File: src/rtl/apb_cmd_sequencer.sv
// apb_cmd_sequencer: command FIFO -> one-at-a-time issue onto the bridge
// user port -> response FIFO, with a per-transfer watchdog.
module apb_cmd_sequencer #(
  parameter int APB_ADDR_WIDTH = 32,
  parameter int APB_DATA_WIDTH = 32,
  parameter int CMD_DEPTH      = 4,
  parameter int RSP_DEPTH      = 4,
  parameter int TIMEOUT        = 16
) (
  input  logic                          clk,
  input  logic                          rstn,
  input  logic                          cmd_valid,
  output logic                          cmd_ready,
  input  logic                          cmd_write,
  input  logic [APB_ADDR_WIDTH-1:0]     cmd_addr,
  input  logic [APB_DATA_WIDTH-1:0]     cmd_wdata,
  input  logic [APB_DATA_WIDTH/8-1:0]   cmd_strb,
  input  logic [2:0]                    cmd_prot,
  input  logic                          cmd_inj_err,
  output logic                          rsp_valid,
  input  logic                          rsp_ready,
  output logic [APB_DATA_WIDTH-1:0]     rsp_rdata,
  output logic                          rsp_write,
  output logic                          rsp_error,
  output logic                          rsp_timeout,
  output logic                          m_sel,
  output logic                          m_write,
  output logic [APB_ADDR_WIDTH-1:0]     m_addr,
  output logic [APB_DATA_WIDTH-1:0]     m_wdata,
  output logic [APB_DATA_WIDTH/8-1:0]   m_strb,
  output logic [2:0]                    m_prot,
  output logic                          m_other_error,
  input  logic                          m_ready,
  input  logic [APB_DATA_WIDTH-1:0]     m_rdata,
  input  logic                          m_master_error,
  output logic                          busy
);
  localparam int SW  = APB_DATA_WIDTH/8;
  localparam int CAW = $clog2(CMD_DEPTH);
  localparam int RAW = $clog2(RSP_DEPTH);
  localparam int TW  = $clog2(TIMEOUT+1);

  typedef struct packed {
    logic                      write;
    logic [APB_ADDR_WIDTH-1:0] addr;
    logic [APB_DATA_WIDTH-1:0] wdata;
    logic [SW-1:0]             strb;
    logic [2:0]                prot;
    logic                      inj_err;
  } cmd_t;

  typedef struct packed {
    logic [APB_DATA_WIDTH-1:0] rdata;
    logic                      write;
    logic                      error;
    logic                      timeout;
  } rsp_t;

  typedef enum logic [1:0] {IDLE, ACTIVE, GAP} state_t;

  state_t        state, state_nxt;
  cmd_t          cmd_mem [CMD_DEPTH];
  rsp_t          rsp_mem [RSP_DEPTH];
  logic [CAW:0]  cmd_wp, cmd_rp;
  logic [RAW:0]  rsp_wp, rsp_rp;
  logic [TW-1:0] wdog;
  cmd_t          cmd_in, cmd_head;
  rsp_t          rsp_in, rsp_head;
  logic          cmd_full, cmd_empty, rsp_full, rsp_empty;
  logic          cmd_push, cmd_pop, rsp_push, rsp_pop;

  // Extra MSB on each pointer separates full from empty.
  assign cmd_empty = (cmd_wp == cmd_rp);
  assign cmd_full  = (cmd_wp[CAW] != cmd_rp[CAW]) && (cmd_wp[CAW-1:0] == cmd_rp[CAW-1:0]);
  assign rsp_empty = (rsp_wp == rsp_rp);
  assign rsp_full  = (rsp_wp[RAW] != rsp_rp[RAW]) && (rsp_wp[RAW-1:0] == rsp_rp[RAW-1:0]);

  assign cmd_ready = ~cmd_full;
  assign cmd_push  = cmd_valid & ~cmd_full;
  assign rsp_valid = ~rsp_empty;
  assign rsp_pop   = rsp_valid & rsp_ready;
  assign busy      = (state != IDLE) | ~cmd_empty | ~rsp_empty;

  // Reads never carry strobes into the FIFO.
  assign cmd_in   = '{write: cmd_write, addr: cmd_addr, wdata: cmd_wdata,
                      strb: cmd_write ? cmd_strb : '0, prot: cmd_prot, inj_err: cmd_inj_err};
  assign cmd_head = cmd_mem[cmd_rp[CAW-1:0]];
  assign rsp_head = rsp_mem[rsp_rp[RAW-1:0]];

  // Response head is shown only while valid so stale storage never leaks out.
  assign {rsp_rdata, rsp_write, rsp_error, rsp_timeout} = rsp_valid ? rsp_head : '0;

  // FIFO storage; no reset needed since pointers gate visibility.
  always_ff @(posedge clk) begin
    if (cmd_push) cmd_mem[cmd_wp[CAW-1:0]] <= cmd_in;
    if (rsp_push) rsp_mem[rsp_wp[RAW-1:0]] <= rsp_in;
  end

  // FIFO pointers.
  always_ff @(posedge clk or negedge rstn) begin
    if (!rstn) begin
      cmd_wp <= '0;
      cmd_rp <= '0;
      rsp_wp <= '0;
      rsp_rp <= '0;
    end else begin
      if (cmd_push) cmd_wp <= cmd_wp + (CAW+1)'(1);
      if (cmd_pop)  cmd_rp <= cmd_rp + (CAW+1)'(1);
      if (rsp_push) rsp_wp <= rsp_wp + (RAW+1)'(1);
      if (rsp_pop)  rsp_rp <= rsp_rp + (RAW+1)'(1);
    end
  end

  // State register.
  always_ff @(posedge clk or negedge rstn) begin
    if (!rstn) state <= IDLE;
    else       state <= state_nxt;
  end

  // Next state, issue and completion decisions. Issue waits for response
  // space so a completion always has a slot; m_ready beats the watchdog.
  always_comb begin
    state_nxt = state;
    cmd_pop   = 1'b0;
    rsp_push  = 1'b0;
    rsp_in    = '0;
    case (state)
      IDLE: if (!cmd_empty && !rsp_full) begin
        cmd_pop   = 1'b1;
        state_nxt = ACTIVE;
      end
      ACTIVE: if (m_ready) begin
        rsp_push      = 1'b1;
        rsp_in.rdata  = m_write ? '0 : m_rdata;
        rsp_in.write  = m_write;
        rsp_in.error  = m_master_error;
        state_nxt     = GAP;
      end else if (wdog == TW'(TIMEOUT-1)) begin
        rsp_push       = 1'b1;
        rsp_in.write   = m_write;
        rsp_in.timeout = 1'b1;
        state_nxt      = GAP;
      end
      GAP:     state_nxt = IDLE;
      default: state_nxt = IDLE;
    endcase
  end

  // Request registers and watchdog; wdog holds the count of m_sel cycles already elapsed.
  always_ff @(posedge clk or negedge rstn) begin
    if (!rstn) begin
      m_sel         <= 1'b0;
      m_write       <= 1'b0;
      m_addr        <= '0;
      m_wdata       <= '0;
      m_strb        <= '0;
      m_prot        <= '0;
      m_other_error <= 1'b0;
      wdog          <= '0;
    end else begin
      wdog <= (state == ACTIVE) ? wdog + TW'(1) : '0;
      if (cmd_pop) begin
        m_sel         <= 1'b1;
        m_write       <= cmd_head.write;
        m_addr        <= cmd_head.addr;
        m_wdata       <= cmd_head.wdata;
        m_strb        <= cmd_head.strb;
        m_prot        <= cmd_head.prot;
        m_other_error <= cmd_head.inj_err;
      end else if (rsp_push) begin
        m_sel <= 1'b0;
      end
    end
  end
endmodule
File: config.mk
export PLATFORM = sky130hd
export DESIGN_NAME = apb_cmd_sequencer
export DESIGN_NICKNAME = d
export VERILOG_FILES = /design/src/rtl/apb_cmd_sequencer.sv
export SDC_FILE = /design/constraint.sdc
export NUM_CORES = 1
export LEC_CHECK = 0
export CORE_MARGIN = 2
export CORE_UTILIZATION = 50
export CTS_CLUSTER_DIAMETER = 80
export DETAILED_ROUTE_END_ITERATION = 10
export GPL_ROUTABILITY_DRIVEN = 0
export GPL_TIMING_DRIVEN = 0
export PLACE_DENSITY = 0.85
export SKIP_CTS_REPAIR_TIMING = 1
export SLEW_MARGIN = 20
export SYNTH_ARGS = -nofsm -noshare
export SYNTH_HDL_FRONTEND = slang
export SYNTH_SLANG_ARGS = --single-unit
export TNS_END_PERCENT = 30
File: constraint.sdc
create_clock -name clk -period 3.32 [get_ports clk]
set_clock_uncertainty 0.15 [all_clocks]
set_input_delay 0.664 -clock clk [delete_from_list [all_inputs] [get_ports clk]]
set_output_delay 0.664 -clock clk [all_outputs]
set_load 0.02 [all_outputs]
==> results of run 1 <==
==> registers in the layout, summed over array words and instances (netlist names), 4 cells and up <==
| register | cells |
|---|---|
| m_strb | 4 |
| m_addr | 32 |
| wdog | 5 |
| rsp_mem | 140 |
| cmd_mem | 292 |
| m_wdata | 32 |
==> per-layer routing <==
layer,global-route usage,up-vias
li1,-,4180
met1,0.250,4942
met2,0.321,340
met3,0.0698,70
met4,0.0547,6
met5,0,-
==> logic make-up (layout without fill, tap and decap cells) <==
kind of cell	Yosys count	in the layout	share of synthesized area
multiplexers	184	184	0.166
flip-flops	525	525	0.773
buffers and inverters	46	375	0.0115
other	0	2	0
AO/OA/AOI/OAI	3	3	0.000759
AND/OR/NAND/NOR	110	110	0.0337
XOR/XNOR	16	16	0.00708
adder cells (fa/ha/maj)	12	12	0.00759
==> area by class of cell <==
class | instances | area (um2)
Sequential cell | 525 | 15300
Fill cell | 2520 | 14100
Multi-Input combinational cell | 325 | 4290
Timing Repair Buffer | 232 | 2530
Clock buffer | 61 | 1360
Tap cell | 518 | 648
Clock inverter | 36 | 325
Buffer | 40 | 248
Inverter | 6 | 22.5
Antenna cell | 2 | 5.00
==> worst max-delay path: stages (launching register included) <==
cell and delay [ns]:
dfrtp_1 0.38, buf_6 0.20, buf_8 0.19, mux4_2 0.52, and2_1 0.20, clkdlybuf4s50_1 0.55
==> layout by cell type, fill, tap and decap left out, types with 2 or more instances in the layout <==
master           synthesis  final
clkbuf_1                18     18
buf_16                   0      5
nand3_1                  3      3
mux2_1                  38     38
and2_1                  77     73
nand2_1                  5      5
inv_1                    6      6
dlymetal6s2s_1           0     33
and3_1                   7      3
and3b_1                  2      2
clkbuf_8                 0      2
buf_1                    2      2
nor2_1                   7      7
clkinv_2                 0     16
clkdlybuf4s50_1          0    187
inv_16                   0      2
edfxtp_1               432    432
clkbuf_4                 0      3
buf_2                   14     12
clkinv_1                 0      8
clkinvlp_4               0      4
and2_2                   0      4
ha_1                    12     12
nand2b_1                 2      2
clkbuf_16                0     52
dfrtp_1                 93     93
mux2_2                  38     38
mux4_2                 108    108
bufinv_16                0      3
buf_12                   0      4
clkbuf_2                 0      4
o21ai_0                  2      2
diode_2                  0      2
xor2_1                   7      7
and3_4                   0      4
xnor2_1                  9      8
buf_6                    4      8
==> per-stage QoR <==
stage | utilization | std cells | power, W
floorplan | - | 896 | 0.0151
global placement | 0.584 | 1636 | 0.0184
global route | 0.637 | 1743 | 0.0254
finish | 0.637 | 1745 | 0.0242
detailed placement | 0.590 | 1645 | 0.0187
CTS | 0.633 | 1742 | 0.0245
==> cell usage after synthesis, types with 3 or more instances <==
cell,number
and2_1,77
and3_1,7
buf_2,14
buf_6,4
clkbuf_1,18
dfrtp_1,93
edfxtp_1,432
ha_1,12
inv_1,6
mux2_1,38
mux2_2,38
mux4_2,108
nand2_1,5
nand3_1,3
nor2_1,7
xnor2_1,9
xor2_1,7
==> power by group through the flow <==
stage / sequential [W] / combinational (W) / clock [W]
after floorplan: 0.0101 / 0.00502 / 0
after global placement: 0.00966 / 0.00871 / 0
after detailed placement: 0.00962 / 0.00908 / 0
after CTS: 0.00952 / 0.00914 / 0.00582
after global routing: 0.00965 / 0.00962 / 0.00610
final: 0.00951 / 0.00896 / 0.00569
==> path summary, 6_finish.rpt <==
kind / depth (start not counted) / end / startpoint
setup / recovery: 5 / rsp_rdata[27] / rsp_rp[0]
hold / removal: 1 / wdog[0] / wdog[0]
setup reg to reg: 4 / m_wdata[23] / cmd_rp[1]
hold reg to reg: 1 / wdog[0] / wdog[0]
max in group asynchronous: 3 / m_addr[17] / rstn
min in group asynchronous: 2 / m_wdata[24] / rstn
==> results by stage, run 1 <==
Clock tree:
- Clock tree synthesis selected as its root buffer the cell clkbuf_16.
- The CTS tree is built.
- TritonCTS created 52 clock buffers.
- The clock-pin slew on the worst setup and hold paths is 0.06 ns.
- Clock tree synthesis found a total of 525 sinks.
- For the worst-skew pair, the clock arrives at the later sink with an insertion delay of 0.60 ns.
- The longest clock path from root to sink contains 3 buffers.
- CTS built an H-tree with a depth of 2.

Setup path:
- The worst setup path is captured at a primary output.
- The worst-case register-to-register setup slack is 0.70 ns.
- STA classifies the critical path startpoint as a flop.
- For the worst setup path, the data arrival time is 2.64 ns.
- Data on the critical path is required at its endpoint by 2.51 ns.
- In this run the worst path has a maximum fanout of 10.
- The class of the most critical setup path is flop to primary output.

Floorplan:
- The area of the core region is 38800 um2.
- The number of rows created at floorplan is 72.
- The die is 203 um wide.
- The starting density of the core is 0.510.
- Pin placement for this block handled 223 I/O pins.
- The floorplan die area is 41200 um2.
- Measured along the y axis, the die boundary spans 203 um.

Status:
- The final reports fail on negative setup slack.
- The run finished, with violations left.

Yosys:
- The gate count of the mapped netlist is 896.
- The biggest area contributor in the post-synthesis netlist is edfxtp_1.
- The summed instance area of the synthesized netlist is 19800 um2.
- The total of warnings raised by yosys is 0.
- Ranked by total cell area, the synthesized netlist is headed by edfxtp_1, mux4_2, dfrtp_1.
- The average instance in the mapped netlist occupies 22.1 um2.
- The most used flip-flop cell after synthesis is edfxtp_1.
- The share of synthesized area occupied by flip-flops and latches is 0.773.
- Counting every net in the synthesized netlist gives 1019.
- The number of synthesized flops with an enable pin is 432.
- The async set-reset flop share out of synthesis is 0.177.
- The count of different cell masters after synthesis is 30.
- The area fraction of the dominant cell type after synthesis is 0.656.
- The synthesized design contains 525 register bits.

Power and ir drop:
- In this run the static leakage power is 8.94 nW.
- The share of total power dissipated in the clock network is 0.235.
- The power per standard cell area is 977 nW/um2.
- The sequential cell fraction of total power is 0.394.
- Of the total power, the share spent switching nets is 0.316.
- The worst voltage drop across the vdd grid is 0.000735 V.
- Internal power comes to 0.0165 W.
- For this design the total switching power over the nets is 0.00764 W.
- The share of total power dissipated in combinational logic is 0.371.

Job:
- Max-cap violations in this run came to 0.

Global route:
- The via count of the first global-routing pass is 10300.
- The leftover overflow at the end of global routing is 0.
- The first global-routing pass estimated 60400 um of wire.
- The maximum number of pins on one net before global-route repair is 55.
- The initial antenna violation count is 5.
- For this run, the total global-route usage over all layers was measured as 0.196.

Routing:
- The detailed router used layers up to and including met5.
- The per-cell via count in the routed design is 5.47.
- The first detailed-routing pass took 4 iterations.
- The violation count after the first detailed-route iteration is 584.
- The wire length reported by the detailed router is 39500 um.
- After detailed routing, the met2 layer carries 19500 um of wire.
- The met3 layer wire length in the routed design is 3530 um.
- For this run, design rule violations remaining after detail routing come to 0.
- Once detail routing completed, the nets flagged for antenna violations numbered 0.
- The average detailed-routed wire length per instance is 22.7 um.
- The met1 wire length is 15600 um.
- The number of vias in the routed layout is 9538.

Placement:
- Buffers placed on the I/O ports in this run total 222.
- The placement-stage cell area is 22900 um2.
- After legalization and detailed placement, the total HPWL measured 24700 um.
- At the placement stage, the worst setup path has a slack of 0.0791 ns.

STA:
- Setup repair after global routing could not meet its margin everywhere.
- The worst hold slack is 0.312 ns.
- The setup violation total in the final timing report is 2.
- The final period utilization is 1.04.
- Measured against its own limit, the worst slew margin works out to 0.435.
- In the post-route analysis, the smallest setup slack over all paths is -0.131 ns.
- The max-slew violation count is 0.
- For this run, the top clock speed supported by timing is 290 MHz.
- After routing, the total negative slack on setup checks comes to -0.246 ns.
- The worst-margin pin slew is 0.848 ns.
- The smallest clock period supported by the final layout is computed as 3.45 ns.
- The number of failing hold endpoints at the final stage was 0.

Final layout:
- The share of layout cells above drive strength 1 is 0.227.
- Once layout is done, the placed cells without fillers occupy 24700 um2.
- The final layout contains 1305 nets.
- The area growth from synthesis to layout is 25.0%.

Hold path:
- The classification of the worst-slack hold path is flop to flop.
No activity file was read; power rests on OpenSTA's default activity.
==> run 2, diff against run 1 <==
Settings changed: CTS_CLUSTER_DIAMETER 80 to default.
==> run 2 against run 1 <==
Compared with the run above: clock power is 2% higher; cell count stayed put; register-to-register slack better by 0.02 ns; setup slack worse by 0.0022 ns; the flow still finishes with violations (negative setup slack); total power is 0.51% higher; core utilization is 0.087 points higher; combinational power hardly changed; critical path type unchanged; sequential power hardly changed; count of clock-buffer cells in the layout is 2 lower; global-route usage hardly changed; first-iteration DRC count is 2.7% higher; maximum frequency hardly changed.
==> results by stage, run 2 (same netlist as run 1, synthesis figures left out) <==
Floorplan:
- Row generation in the floorplan step produced 72 rows.
- After floorplanning, the core was sized to cover 38800 um2.
- The die covers 41200 um2.
- The die boundary width is 203 um.
- The floorplan step set the die height to 203 um.
- In this run the count of I/O pins placed on the die edge is 223.
- The starting density of the core is 0.510.

STA:
- Based on the critical path, the design can be clocked at up to 290 MHz.
- The setup slack after layout is -0.133 ns.
- The setup violation total in the final timing report is 2.
- Measured against its own limit, the worst slew margin works out to 0.430.
- The routed design could run at a clock period as short as 3.45 ns.
- The number of failing hold endpoints at the final stage was 0.
- The max-slew violation count is 0.
- Of the available clock period, the critical path in the final layout requires 1.04.
- Setup repair after global routing could not meet its margin everywhere.
- At the pin with the least slew margin, the transition time is 0.856 ns.
- The final-layout setup total negative slack is -0.250 ns.

Routing:
- The wire length reported by the detailed router is 39600 um.
- The average detailed-routed wire length per instance is 22.7 um.
- Detailed routing inserted a total of 9541 vias.
- The first detailed-routing pass took 7 iterations.
- After detailed routing, the number of vias per cell comes to 5.47.
- The final antenna-violating net count is 0.
- For this run, design rule violations remaining after detail routing come to 0.
- The violation count after the first detailed-route iteration is 600.

Global route:
- The maximum number of pins on one net before global-route repair is 55.
- The via count of the first global-routing pass is 10300.
- In the global route stage, overall resource usage came out at 0.196.
- The global-route wire length before repair is 60400 um.
- For this run the aggregate overflow at the end of global routing stands at 0.
- The initial antenna violation count was 5.

Final layout:
- After filler insertion, the fill cell instance count of the layout stands at 2521.
- Compared with the post-synthesis result, the final layout area differs by 25.1%.
- The share of layout cells above drive strength 1 is 0.228.
- In the final layout, flip-flops and latches occupy 15300 um2.
- In the layout the commonest cells are edfxtp_1, clkdlybuf4s50_1, mux4_2.
- The most common cell after layout, fill and taps aside is edfxtp_1.
- The layout net count is 1305.
- The number of flip-flops in the largest register is 292.
- The area of the multi-input gates is 4290 um2.

Setup path:
- For flop-to-flop paths, the worst setup slack is 0.72 ns.
- The critical path endpoint category is a primary output.
- The required time at the worst-slack endpoint is 2.51 ns.
- The number of cells on the worst reg-to-reg path is 4.
- The reg-to-reg critical path startpoint is cmd_rp[1].
- The critical path starts at rsp_rp[0].
- The most critical setup path has its endpoint at rsp_rdata[27].
- The class of the most critical setup path is flop to primary output.
- Data arrives at the worst endpoint at 2.64 ns.
- In this run the worst path has a maximum fanout of 10.
- The endpoint of the lowest-slack register-to-register path is m_wdata[23].
- The worst setup path is launched from a flop.

Status:
- The checks that failed: negative setup slack.
- The run finished, with violations left.

Placement:
- The number of buffer cells added on primary ports is 222.
- The placement-stage worst setup slack is 0.0791 ns.
- The post-detailed-placement half-perimeter wirelength is 24700 um.

Power and ir drop:
- The worst-case IR drop observed on VDD is 0.000737 V.
- In this run the power density over the cells is 981 nW/um2.
- The analysis attributes to cell leakage a power of 8.95 nW.

Clock tree:
- The master cell of the clock root buffer is clkbuf_16.
- The CTS tree is built.
- The clock passes through at most 3 buffers.
- The clock insertion delay at the later pin of the skew report is 0.62 ns.
- The clock drives 525 sinks.
- The number of H-tree levels is 2.
- After clock tree synthesis, the clock-pin slew on the worst setup and hold paths is 0.06 ns.
- The number of clock buffers added by TritonCTS is 52.

Hold path:
- In this run the worst hold path is classified as flop to flop.

Job:
- The number of max-capacitance violations reported is 0.
==> run 2: changes by cell type in the layout (fill, tap and decap cells not counted), sizes merged <==
cell      previous run  this run
bufinv               3         5
clkbuf              79        77
clkinv              27        26
clkinvlp             4         5
==> run 2: cell type report <==
type | count | area share
tap | 518 | 0.0262
sequential | 525 | 0.618
clock inverter | 38 | 0.0152
antenna | 2 | 0.000202
buffer | 40 | 0.0100
inverter | 6 | 0.000910
clock buffer | 59 | 0.0540
timing repair buffer | 232 | 0.102
multi-input combinational | 325 | 0.173
==> run 2: worst max-delay path, stage by stage, from the launching register on <==
cell and delay [ns]:
dfrtp_1 0.38, buf_6 0.21, buf_8 0.19, mux4_2 0.51, and2_1 0.20, clkdlybuf4s50_1 0.55
==> run 2: report_power, final <==
group          total, W  internal (W)  leakage (nW)  switching [W]
Sequential      0.00951       0.00892          5.14       0.000591
Clock           0.00581       0.00332         0.837        0.00249
Combinational   0.00896       0.00441          2.98        0.00455
==> run 2: worst min path at each step <==
stage	startpoint	to	slack, ns	cells after the start
after floorplan	rstn	cmd_rp[0]	0.22	0
after global placement	state[1]	state[0]	0.29	1
after detailed placement	wdog[0]	wdog[0]	0.31	1
after CTS	rstn	m_wdata[24]	-0.17	1
after global routing	state[1]	state[0]	0.33	1
final	wdog[0]	wdog[0]	0.31	1
==> run 2: per-layer routing <==
metal / global-route usage / wire length (um) / up-vias
met5: 0 / 33 / -
met1: 0.247 / 15500 / 4960
met3: 0.0616 / 3260 / 71
met2: 0.324 / 19700 / 329
met4: 0.0647 / 1040 / 6
li1: - / - / 4175
==> run 2: stage by stage <==
stage               total power (W)  utilization  std cells  hold slack [ns]  cell area, um2
finish                       0.0243        0.638       1745            0.312           24800
global route                 0.0255        0.638       1743            0.332           24800
CTS                          0.0246        0.634       1742           -0.173           24600
detailed placement           0.0187        0.590       1645            0.308           22900
global placement             0.0184        0.584       1636            0.289           22700
floorplan                    0.0151            -        896            0.218           19800
==> run 3, diff against run 2 <==
Settings changed: CTS_CLUSTER_SIZE from default to 24.
==> results of run 3 <==
No change in the layout: final DEF, timing and power equal those of run 2.
